===== src/rtl/fetch_redirect_controller.sv =====
// Front-end fetch PC sequencer with prioritised redirect arbitration.
// Stalls on unresolved JALR and drains the front end after ROB flushes.
module fetch_redirect_controller #(
  parameter logic [31:0] RESET_PC     = 32'h0,
  parameter int          FLUSH_CYCLES = 2
) (
  input  logic        clk_in,
  input  logic        rst_in,
  input  logic        rdy_in,
  input  logic        fetch_ready,
  input  logic        pred_taken,
  input  logic [31:0] pred_target,
  input  logic        dec_jal_valid,
  input  logic [31:0] dec_jal_target,
  input  logic        dec_jalr_valid,
  input  logic        jalr_resolve_valid,
  input  logic [31:0] jalr_target,
  input  logic        rob_redirect_valid,
  input  logic [31:0] rob_redirect_pc,
  output logic [31:0] pc_out,
  output logic        fetch_en,
  output logic        fetch_squash,
  output logic        flush_out,
  output logic [1:0]  state_out,
  output logic [15:0] mispredict_cnt
);

  typedef enum logic [1:0] {
    RUN   = 2'd0,
    STALL = 2'd1,
    FLUSH = 2'd2
  } state_e;

  localparam logic [3:0] DRAIN_INIT = 4'(FLUSH_CYCLES - 1);
  localparam logic [31:0] ALIGN = ~32'h1;

  state_e      state_q, state_d;
  logic [31:0] pc_q, pc_d;
  logic [3:0]  drain_q, drain_d;
  logic        squash_q, squash_d;
  logic        flush_q, flush_d;
  logic [15:0] mcnt_q, mcnt_d;

  // Next-state: one action per cycle, highest priority request wins.
  always_comb begin
    state_d  = state_q;
    pc_d     = pc_q;
    drain_d  = drain_q;
    mcnt_d   = mcnt_q;
    squash_d = 1'b0;
    flush_d  = 1'b0;
    if (rdy_in) begin
      if (rob_redirect_valid) begin
        pc_d     = rob_redirect_pc & ALIGN;
        flush_d  = 1'b1;
        squash_d = 1'b1;
        drain_d  = DRAIN_INIT;
        state_d  = FLUSH;
        if (mcnt_q != 16'hFFFF)
          mcnt_d = mcnt_q + 16'd1;
      end else begin
        unique case (state_q)
          RUN: begin
            if (dec_jalr_valid) begin
              state_d = STALL;
            end else if (dec_jal_valid) begin
              pc_d     = dec_jal_target & ALIGN;
              squash_d = 1'b1;
            end else if (fetch_ready) begin
              pc_d = pred_taken ? (pred_target & ALIGN)
                                : pc_q + 32'd4;
            end
          end
          STALL: begin
            if (jalr_resolve_valid) begin
              pc_d    = jalr_target & ALIGN;
              state_d = RUN;
            end
          end
          FLUSH: begin
            if (drain_q == 4'd0)
              state_d = RUN;
            else
              drain_d = drain_q - 4'd1;
          end
          default: state_d = RUN;
        endcase
      end
    end
  end

  // State, PC, drain counter, pulses and mispredict count registers.
  always_ff @(posedge clk_in or negedge rst_in) begin
    if (!rst_in) begin
      state_q  <= RUN;
      pc_q     <= RESET_PC;
      drain_q  <= 4'd0;
      squash_q <= 1'b0;
      flush_q  <= 1'b0;
      mcnt_q   <= 16'd0;
    end else begin
      state_q  <= state_d;
      pc_q     <= pc_d;
      drain_q  <= drain_d;
      squash_q <= squash_d;
      flush_q  <= flush_d;
      mcnt_q   <= mcnt_d;
    end
  end

  assign pc_out         = pc_q;
  assign fetch_en       = rdy_in && (state_q == RUN);
  assign fetch_squash   = squash_q;
  assign flush_out      = flush_q;
  assign state_out      = state_q;
  assign mispredict_cnt = mcnt_q;

endmodule


===== config.mk =====
export PLATFORM = sky130hd
export DESIGN_NAME = fetch_redirect_controller
export DESIGN_NICKNAME = d
export VERILOG_FILES = /design/src/rtl/fetch_redirect_controller.sv
export SDC_FILE = /design/constraint.sdc
export NUM_CORES = 1
export LEC_CHECK = 0
export BUFFER_PORTS_ARGS = -buffer_cell sky130_fd_sc_hd__buf_4
export CAP_MARGIN = 5
export CORE_MARGIN = 4
export CORE_UTILIZATION = 49
export DETAILED_ROUTE_END_ITERATION = 7
export GPL_TIMING_DRIVEN = 0
export PLACE_DENSITY = 0.82
export SLEW_MARGIN = 25
export SYNTH_ARGS = -nofsm -noshare
export SYNTH_HDL_FRONTEND = slang
export SYNTH_SLANG_ARGS = --single-unit

===== constraint.sdc =====
create_clock -name clk_in -period 2.4 [get_ports clk_in]
set_clock_uncertainty 0.05 [all_clocks]
set_input_delay 0.12 -clock clk_in [delete_from_list [all_inputs] [get_ports clk_in]]
set_output_delay 0.12 -clock clk_in [all_outputs]
set_load 0.005 [all_outputs]

After elaboration in Yosys (flattened, before gate mapping)
Index checks and enable logic that the tools add are counted.

Flip-flop bits (word level): 56. Bits of input ports: 137. Word-level logic and storage cells: 49. Output and inout port bits: 53.

Mux-type cells: 22. Add/sub/neg operators: 3. Equal/unequal tests: 9. Reduce and logical (&&, ||, !) cells: 9.

Operators by type and width (count): $mux 32 (6); $pmux 32 s2 (1); $add 32x3->32 const B (1); $add 16x1->16 const B (1); $ne 16x16->1 const B (1); $mux 4 (3); $ne 3x3->1 const B (4); $mux 2 (4); $mux 1 (7); $pmux 2 s3 (1); $reduce_and 3->1 (2); $reduce_and 5->1 (1); $logic_not 4->1 (1); $ne 4x4->1 const B (1); $reduce_and 4->1 (1); $sub 4x1->4 const B (1); $reduce_bool 3->1 (1); $eq 2x1->1 const B (1); $eq 2x2->1 const B (1); $logic_not 2->1 (1); $ne 2x2->1 const B (1); $reduce_bool 2->1 (1); $logic_and 1x1->1 (1).

Logic depth before layout (Yosys ltp)
Gate-level depths: netlist (run 1).

Depth in word-level cells: 7. Mapped depth: 9. Depth with buffers taken out: 6.

Worst setup path after synthesis (run 1)
OpenSTA, ideal clock, no wires.

Path kind: reg2reg. Start point: reg state_q[1], in the netlist state_out[1]. End point: reg pc_q[29], in the netlist pc_out[29]. Cell stages (with the launch flop): 8. Arrival: 1904 ps. Required time: 2218 ps. Clock period less this slack: 2086 ps. Setup slack: 314 ps. Setup time: 132 ps. Cell sequence: dfrtp_1 > clkdlybuf4s15_2 > or3b_1 > o211a_1 > buf_2 > buf_6 > a221oi_2 > o41ai_1.

Cells in the longest elaborated chain, start to end: 3.

Ends and longest elaborated chain: from (decl) (RTL line 37) `state_e state_q, state_d;`; from (signal assigned) (RTL line 102) `state_q <= state_d;`; $eq 2x1->1 or $logic_not 2->1 (tied branches) (RTL line 62) `unique case (state_q)`; $ne 3x3->1 (no line) (tied with other cells); $reduce_and 5->1 (no line) or $mux 32 (tied branches); to (signal assigned) (RTL line 103) `pc_q <= pc_d;`; to (decl) (RTL line 38) `logic [31:0] pc_q, pc_d;`.

Parallel ways exist; a longest one is shown, timed or not. A chain may end at the register's enable or synchronous reset.

Worst setup path after layout (run 1)
Start point: reg pc_q[12], in the netlist pc_out[12]. End point: reg pc_q[29], in the netlist pc_out[29].

Cells in the longest elaborated chain, start to end: 7.

Ends and longest elaborated chain: $add 32x3->32 (RTL line 71) `: pc_q + 32'd4;`; $mux 32 (RTL line 70) `pc_d = pred_taken ? (pred_target & ALIGN)`; $mux 32 (RTL line 69) `end else if (fetch_ready) begin`; $mux 32 (RTL line 66) `end else if (dec_jal_valid) begin`; $mux 32 (RTL line 64) `if (dec_jalr_valid) begin`; $pmux 32 s2 (RTL line 62); $mux 32 (RTL line 53) `if (rob_redirect_valid) begin`.

No other way between the ends. The select of a mux whose other input is x is not followed.

==> flow_metrics.tcl, run 1 <==
set metrics [dict create \
    cts_tree "yes" \
    syn_inst 527 \
    syn2layout_area_growth_pct 39.1 \
    finish.utilization_pct 71.5 \
    cts_root_buffer "clkbuf_8" \
    finalHoldViolCount 0 \
    whs_endpoint "pc_out[21]" \
    cp.arrival_ns 2.49 \
    placement.io_buffers 182 \
    synth-edff-count 0 \
    synthDistinctLibCells 76 \
    drt-total-wl_um 17800 \
    fmax_ghz 0.431 \
    timing.final.crit_period_ns 2.32 \
    timing.slew.headroom_pct 48.8 \
    slowest_stage "dfrtp_1" \
    vias_per_cell 6.37 \
    place_area_um2 5810 \
    path_cells "clkbuf_1 -> and4_2 -> and2_0 -> clkbuf_1 -> nand4_1 -> xor2_1 -> o41ai_1" \
    grt_use_total_pct 33.5 \
    ys_seq_elements 55 \
    grt_overflow 0 \
    final_cells 827 \
    syn_area_um2 4310 \
    setup_slack_ns 0.0820 \
    grt_max_degree 56 \
    place_congestion 0.940 \
    drc 0 \
    die_area_um2 10400 \
    cts_sinks 55 \
    postRouteAntennaNets 0 \
    start_util_pct 51.4 \
    worstPathMaxFanout 9 \
    clockBufferDepth 2 \
    die_y_um 102 \
    r2r_cells 7 \
    die_x_um 102 \
    period_share_pct 96.6 \
    n_fill_cell 679 \
    netlist.area_leader.share_pct 31.9 \
    cellPowerDensity_nw_per_um2 621 \
    synth_area_leaders "dfrtp_1 (32%), o21ai_0 (4.8%), nand2_1 (4.0%), nor2_1 (4.0%), a221oi_1 (3.7%)" \
    tightest_slew_ns 0.768 \
    yosysWarnings 0 \
    row_count 33 \
    rsz0062_at_grt "false" \
    finalNetCount 862 \
    synth_top_cell_by_area "dfrtp_1" \
    numCtsBuffers 5 \
    insertion_delay_ns 0.34 \
    finalSetupTns_ns 0 \
    cp_slowest_stage_delay_ns 0.40 \
    rr_startpoint "pc_out[12]" \
    hold_class "in2reg" \
    p_leak_nw 2.68 \
    pre_cts_ws_ns -0.198 \
    synth_common_cells "dfrtp_1 (55), nand2_1 (46), nor2_1 (46)" \
    outcome "complete, no violations" \
    drive_above_1_share_pct 33.2 \
    routed-via-count 5269 \
    drtPass1Iterations 6 \
    vdd_drop_max_mv 0.446 \
    synthFlopType "dfrtp_1" \
    antennaDiodeCount 0 \
    worstHoldStart "rob_redirect_pc[21]" \
    avgSynthCellArea_um2 8.18 \
    yosysSeqAreaShare_pct 31.9 \
    htree_levels 2 \
    worstPathRequired_ns 2.57 \
    boundaryPins 190 \
    cts.reportedPaths.clkPinSlew_ns 0.12 \
    cap_violations 0 \
    syn-num-nets 668 \
    grt_pass1_vias 5131 \
    first_iter_violations 630 \
    r2r_end "pc_out[29]" \
    drv_slew 0 \
    async_flop_share_pct 100 \
    wire_per_inst_um 21.6 \
    grt_pass1_wl_um 26800 \
    antenna_found_initial 0 \
    cpMostUsedCell "clkbuf_1" \
    worst_setup_path_end_kind "flip-flop" \
    dpl.cell_count 814 \
    holdPathStages 3 \
    design_area_um2 6000 \
    coreArea_um2 8380 \
    yosysMostFrequentCell "dfrtp_1" \
    reg2reg_slack_ns 0.08 \
    critPathKind "reg2reg" \
    dpl.hpwl_um 13300 \
    setup_viol 0 \
    crit_path_start_kind "flip-flop" \
]
[sequential cells by signal, indices dropped and copies added (netlist names)]
register,count
fetch_squash,1
drain_q,4
state_out,2
flush_out,1
mispredict_cnt,16
pc_out,31
[power by group]
part / internal, mW / switching [mW]
Combinational: 0.838 / 0.793
Sequential: 1.16 / 0.352
Clock: 0.218 / 0.365
[cells by family (layout without fill, tap and decap cells)]
| logic type | count (synthesis) | in the layout | synth area share [%] |
|---|---|---|---|
| AOI/OAI and AO/OA | 176 | 176 | 29.1 |
| adders and majority gates | 4 | 4 | 1.16 |
| and+or+nand+nor | 192 | 192 | 22.8 |
| muxes | 11 | 11 | 2.67 |
| DFF | 55 | 55 | 31.9 |
| buffers and inverters | 65 | 260 | 7.57 |
| xor gates and xnor gates | 23 | 23 | 4.67 |
| other | 1 | 1 | 0.0870 |
[worst max-delay path: cells and delay by family (launching register included)]
family          cells  cell delay (ns)
simple gates        3             0.64
buf+inv             2             0.64
flops               1             0.40
compound gates      1             0.31
xor+xnor            1             0.17
[per-stage QoR]
stage / hold slack, ns / total power [mW]
global route: 0.0177 / 3.94
detailed placement: 0.177 / 3.10
floorplan: -0.226 / 2.26
CTS: 0.0112 / 3.69
global placement: 0.175 / 3.05
finish: 0.00631 / 3.72
[what timing repair did]
item | CTS | global route
hold buffers | 5 | 0
hold endpoints to repair | 59 | 0
endpoints found under the setup margin | 16 | 18
pin swaps | 0 | 1
resized for setup | 5 | 10
setup buffers | 0 | 0
[cell type report]
| type | count | area [um2] | area share (%) |
|---|---|---|---|
| plain buffers | 41 | 244 | 4.07 |
| clock inverters | 3 | 27.5 | 0.459 |
| flip-flops and latches | 55 | 1380 | 23.0 |
| clock buffers | 5 | 68.8 | 1.15 |
| multi-input cells | 407 | 2640 | 44.0 |
| repair buffers | 187 | 1420 | 23.6 |
| inverters | 24 | 90.1 | 1.50 |
| well taps | 105 | 131 | 2.19 |
[per-layer routing]
| metal | up-vias | wire (um) | part of all wire (%) | GRT usage, % |
|---|---|---|---|---|
| li1 | 2376 | - | - | - |
| met1 | 2425 | 6580 | 37 | 41.5 |
| met2 | 407 | 8330 | 47 | 55.5 |
| met3 | 61 | 2340 | 13 | 9.09 |
| met4 | 0 | 590 | 3.3 | 13.0 |
| met5 | - | 0 | 0 | 0 |
[how the worst max path moves through the flow]
stage	slack, ns	from	end	depth (start not counted)
2_1_floorplan	0.31	state_out[1]	pc_out[29]	7
3_3_place_gp	-0.19	rob_redirect_valid	pc_out[29]	7
3_5_place_dp	-0.20	state_out[1]	pc_out[21]	8
4_1_cts	0.05	state_out[1]	pc_out[5]	9
5_1_grt	0.004	pc_out[6]	pc_out[31]	7
6_report	0.08	pc_out[12]	pc_out[29]	7
[cells in the final DEF, fill, tap and decap left out, types with 4 or more instances in the layout]
cell type,n
a21oi_1,24
a221o_1,5
a221oi_1,18
a22o_1,4
a31oi_1,13
a32o_1,5
and3_1,4
and4_1,4
buf_2,8
buf_4,184
clkbuf_1,16
clkbuf_2,5
clkbuf_8,9
dfrtp_1,53
dlygate4sd3_1,5
ha_1,4
inv_1,24
mux2_2,4
mux2i_1,7
nand2_1,45
nand2b_1,10
nand3_1,19
nand4_1,10
nor2_1,44
nor3_1,19
nor4_1,7
o211ai_1,6
o21ai_0,41
o2bb2ai_1,4
o311ai_0,10
o31a_1,4
o31ai_1,6
or3_1,4
xnor2_1,10
xor2_1,13
Note: power is estimated with default switching activity, not from simulation.
==> run 2, diff against run 1 <==
CORE_UTILIZATION = 52   (was 49)
PLACE_DENSITY = 0.87   (was 0.82)
clock period = 2.71 ns   (was 2.4 ns; I/O delays follow)
==> run 2 against run 1 <==
Compared with the run above:
- register-to-register slack gained 0.07 ns
- combinational power shrank 11%
- non-clock buffer count shrank 1
- cell area shrank 0.81%
- die area shrank 5.3%
- clock power shrank 10%
- routed wire length grew 3.3%
- total power shrank 11%
- first-iteration DRC count shrank 23%
- critical path type unchanged
- sequential share of layout area grew 0.15 points
- cell count shrank 0.48%
- hold slack gained 0.0056 ns
==> flow_metrics.tcl, run 2 (synthesis results as in run 1) <==
set metrics [dict create \
    outcome "complete, no violations" \
    cts_root_buffer "clkbuf_8" \
    boundaryPins 190 \
    mostFrequentLayoutCells "buf_4 (184), dfrtp_1 (55), nand2_1 (46), nor2_1 (46), o21ai_0 (41)" \
    critPathKind "reg2reg" \
    clockBufferDepth 2 \
    numCtsBuffers 5 \
    cts.reportedPaths.clkPinSlew_ns 0.12 \
    largest_reg_flops 31 \
    tightest_slew_ns 0.804 \
    cts_tree "yes" \
    antennaDiodeCount 0 \
    grt_pass1_vias 5249 \
    vdd_drop_max_mv 0.473 \
    r2r_cells 6 \
    layout_commonest_cell "buf_4" \
    finalNetCount 861 \
    slowest_stage "o211ai_2" \
    timing.slew.headroom_pct 46.4 \
    die_y_um 99.1 \
    insertion_delay_ns 0.33 \
    setup_viol 0 \
    holdPathStages 3 \
    timing.final.crit_period_ns 2.55 \
    row_count 32 \
    routed-via-count 5462 \
    worst_setup_path_end_kind "flip-flop" \
    drc 0 \
    grt_pass1_wl_um 28000 \
    drive_above_1_share_pct 31.9 \
    grt_max_degree 56 \
    grt_use_total_pct 35.9 \
    worstPathRequired_ns 2.90 \
    n_fill_cell 606 \
    dpl.hpwl_um 13600 \
    drt-total-wl_um 18400 \
    vias_per_cell 6.64 \
    place_congestion 0.949 \
    period_share_pct 94.2 \
    cap_violations 0 \
    finalSetupTns_ns 0 \
    cellPowerDensity_nw_per_um2 559 \
    hold_class "in2reg" \
    placement.io_buffers 182 \
    cts_sinks 55 \
    rsz0062_at_grt "false" \
    wire_per_inst_um 22.4 \
    drv_slew 0 \
    coreArea_um2 7890 \
    first_iter_violations 486 \
    seq_area_um2 1380 \
    htree_levels 2 \
    pre_cts_ws_ns 0.114 \
    cp_slowest_stage_delay_ns 0.51 \
    postRouteAntennaNets 0 \
    finish.utilization_pct 75.4 \
    die_area_um2 9810 \
    antenna_found_initial 0 \
    finalHoldViolCount 0 \
    power_mw 3.32 \
    cp.arrival_ns 2.74 \
    worstPathMaxFanout 10 \
    multi_input_area_um2 2610 \
    path_cells "clkdlybuf4s15_2 -> or3b_1 -> o211ai_2 -> clkbuf_2 -> o21ai_0 -> a32o_1" \
    syn2layout_area_growth_pct 37.9 \
    start_util_pct 54.7 \
    grt_overflow 0 \
    drtPass1Iterations 5 \
    p_leak_nw 2.68 \
    die_x_um 99.1 \
    setup_slack_ns 0.156 \
    fmax_ghz 0.392 \
    crit_path_start_kind "flip-flop" \
]
[run 2: metal layers]
layer	GRT usage, %	vias to the layer above	share of wire (%)
met5	0	-	0
met4	18.2	0	5.0
met3	10.6	83	14
met2	57.0	491	46
met1	44.3	2517	35
li1	-	2371	-
[run 2: cell type report]
type	count	share of cell area, %
plain buffers	41	4.00
clock inverters	3	0.442
repair buffers	186	23.6
inverters	24	1.51
clock buffers	5	1.16
flip-flops and latches	55	23.1
multi-input cells	407	44.0
well taps	102	2.15
[run 2: worst max-delay path: cells and delay by family (launching register included)]
family,cells,cell delay (ns)
flops,1,0.40
compound gates,3,0.88
simple gates,1,0.47
buf+inv,2,0.66
[run 2: timing repair]
item                                   4_1_cts  5_1_grt
endpoints found under the hold margin       58        0
resized for setup                            0        4
hold buffers                                 4        0
buffers inserted                             0        0
setup endpoints to repair                    0        4
[run 2: report_power, final]
| group | switching [mW] | internal, mW |
|---|---|---|
| registers | 0.323 | 1.02 |
| logic | 0.717 | 0.736 |
| clock network | 0.329 | 0.193 |
| total | 1.37 | 1.95 |
[run 2: final timing paths]
| kind | startpoint | endpoint | slack [ns] |
|---|---|---|---|
| worst max-delay path | state_out[1] | pc_out[31] | 0.16 |
| worst min-delay path | dec_jal_target[8] | pc_out[8] | 0.01 |
| worst max register to register | state_out[1] | pc_out[31] | 0.16 |
| worst min register to register | mispredict_cnt[15] | mispredict_cnt[15] | 0.47 |
| max in group asynchronous | rst_in | mispredict_cnt[3] | 1.74 |
| min in group asynchronous | rst_in | pc_out[8] | 0.36 |
[run 2: per-stage QoR]
step	instances	hold WS, ns	area [um2]
global placement	811	0.190	5810
floorplan	527	-0.210	4310
finish	823	0.0119	5950
detailed placement	811	0.189	5810
CTS	823	0.0168	5940
global route	823	0.0186	5950
==> run 3, diff against run 2 <==
CTS_CLUSTER_DIAMETER = 120   (was unset)
GPL_TIMING_DRIVEN = unset   (was 0)
TNS_END_PERCENT = 20   (was unset)
==> run 3 against run 2 <==
Compared with the run above:
- total power is 3.3% lower
- critical path depth stayed put
- maximum frequency is 9.6% higher
- critical path type unchanged
- largest power group unchanged
==> flow_metrics.tcl, run 3 (synthesis results as in run 1) <==
set metrics [dict create \
    outcome "complete, no violations" \
    top_usage_layer "met2" \
    clockBufferDepth 2 \
    postRouteAntennaNets 0 \
    insertion_delay_ns 0.33 \
    finalNetCount 835 \
    grt_pass1_vias 5002 \
    boundaryPins 190 \
    finalHoldViolCount 0 \
    cts_tree "yes" \
    critPathKind "reg2reg" \
    timing.final.crit_period_ns 2.33 \
    drv_slew 0 \
    place_congestion 0.894 \
    hold_class "in2reg" \
    tightest_slew_ns 0.725 \
    antenna_found_initial 0 \
    coreArea_um2 7890 \
    drt-total-wl_um 15500 \
    cts.reportedPaths.clkPinSlew_ns 0.11 \
    worstPathMaxFanout 7 \
    p_leak_nw 2.64 \
    cellPowerDensity_nw_per_um2 551 \
    die_y_um 99.1 \
    vias_per_cell 6.36 \
    worst_setup_path_end_kind "flip-flop" \
    row_count 32 \
    routed-via-count 5072 \
    seq_area_um2 1380 \
    grt_max_degree 56 \
    syn2layout_area_growth_pct 35.3 \
    met3_usage_pct 6.72 \
    timing.slew.headroom_pct 51.6 \
    start_util_pct 54.7 \
    drive_above_1_share_pct 32.4 \
    grt_pass1_wl_um 24500 \
    finalSetupTns_ns 0 \
    die_x_um 99.1 \
    setup_viol 0 \
    grt_overflow 0 \
    numCtsBuffers 5 \
    largest_reg_flops 31 \
    die_area_um2 9810 \
    first_iter_violations 326 \
    grt_util_met1_pct 38.3 \
    drtPass1Iterations 5 \
    crit_path_start_kind "flip-flop" \
    drc 0 \
    worstPathRequired_ns 2.86 \
    cts_sinks 55 \
    placement.io_buffers 184 \
    rsz0062_at_grt "false" \
    grt_use_total_pct 30.5 \
    cts_root_buffer "clkbuf_8" \
    cap_violations 0 \
    multi_input_area_um2 2610 \
    antennaDiodeCount 0 \
    final_cells 797 \
    dpl.cell_count 785 \
    htree_levels 2 \
    use_met2_pct 51.1 \
    layout_commonest_cell "buf_4" \
    vdd_drop_max_mv 0.380 \
    mostFrequentLayoutCells "buf_4 (196), dfrtp_1 (55), nand2_1 (46), nor2_1 (46), o21ai_0 (41)" \
    wire_per_inst_um 19.5 \
    fmax_ghz 0.429 \
    n_fill_cell 607 \
    dpl.hpwl_um 11400 \
    period_share_pct 86.0 \
    cp.arrival_ns 2.49 \
]
-- run 3: worst max-delay path, cell delays in order, from the launching register on --
cell and delay (ns):
dfrtp_1 0.48, ha_1 0.25, nand3_2 0.20, or3_1 0.55, nor4_2 0.34, mux2i_1 0.27, o41ai_2 0.08
-- run 3: final timing paths --
kind,slack (ns),endpoint,start,cells after the start
setup / recovery,0.38,pc_out[30],pc_out[2],6
hold / removal,0.01,pc_out[4],rob_redirect_pc[4],3
setup reg to reg,0.38,pc_out[30],pc_out[2],6
hold reg to reg,0.45,drain_q[1],drain_q[1],1
max in group asynchronous,1.76,state_out[1],rst_in,2
min in group asynchronous,0.36,pc_out[9],rst_in,2
-- run 3: repair_timing --
action,CTS,global route
gates resized for setup,0,0
hold endpoints to repair,58,0
hold buffers,4,0
endpoints found under the setup margin,0,0
setup buffers,0,0
-- run 3: layer usage --
metal,routed length [um],vias to the layer above
li1,-,2317
met4,325,0
met1,5930,2424
met3,1660,35
met2,7590,296
met5,0,-
-- run 3: final cells by class --
cell class,count,area share [%]
tap,102,2.19
multi-input combinational,407,44.8
sequential,55,23.6
inverter,24,1.54
clock inverter,3,0.493
clock buffer,5,1.18
timing repair buffer,201,26.2
-- run 3: power breakdown --
part           switching (mW)  internal [mW]  leakage [nW]
logic                   0.645          0.719          1.91
registers               0.317           1.02         0.678
clock network           0.317          0.193        0.0502
-- run 3: per-stage QoR --
stage                     util [%]  hold slack, ns  total power, mW  cell area (um2)  setup WS [ns]
after floorplan                  -          -0.210             2.00             4310          0.624
after global placement        72.2           0.181             2.63             5700          0.505
after detailed placement      72.2           0.183             2.69             5700          0.438
after CTS                     74.0          0.0114             3.20             5830          0.414
after global routing          74.0          0.0229             3.42             5830          0.252
final                         74.0          0.0129             3.21             5830          0.379
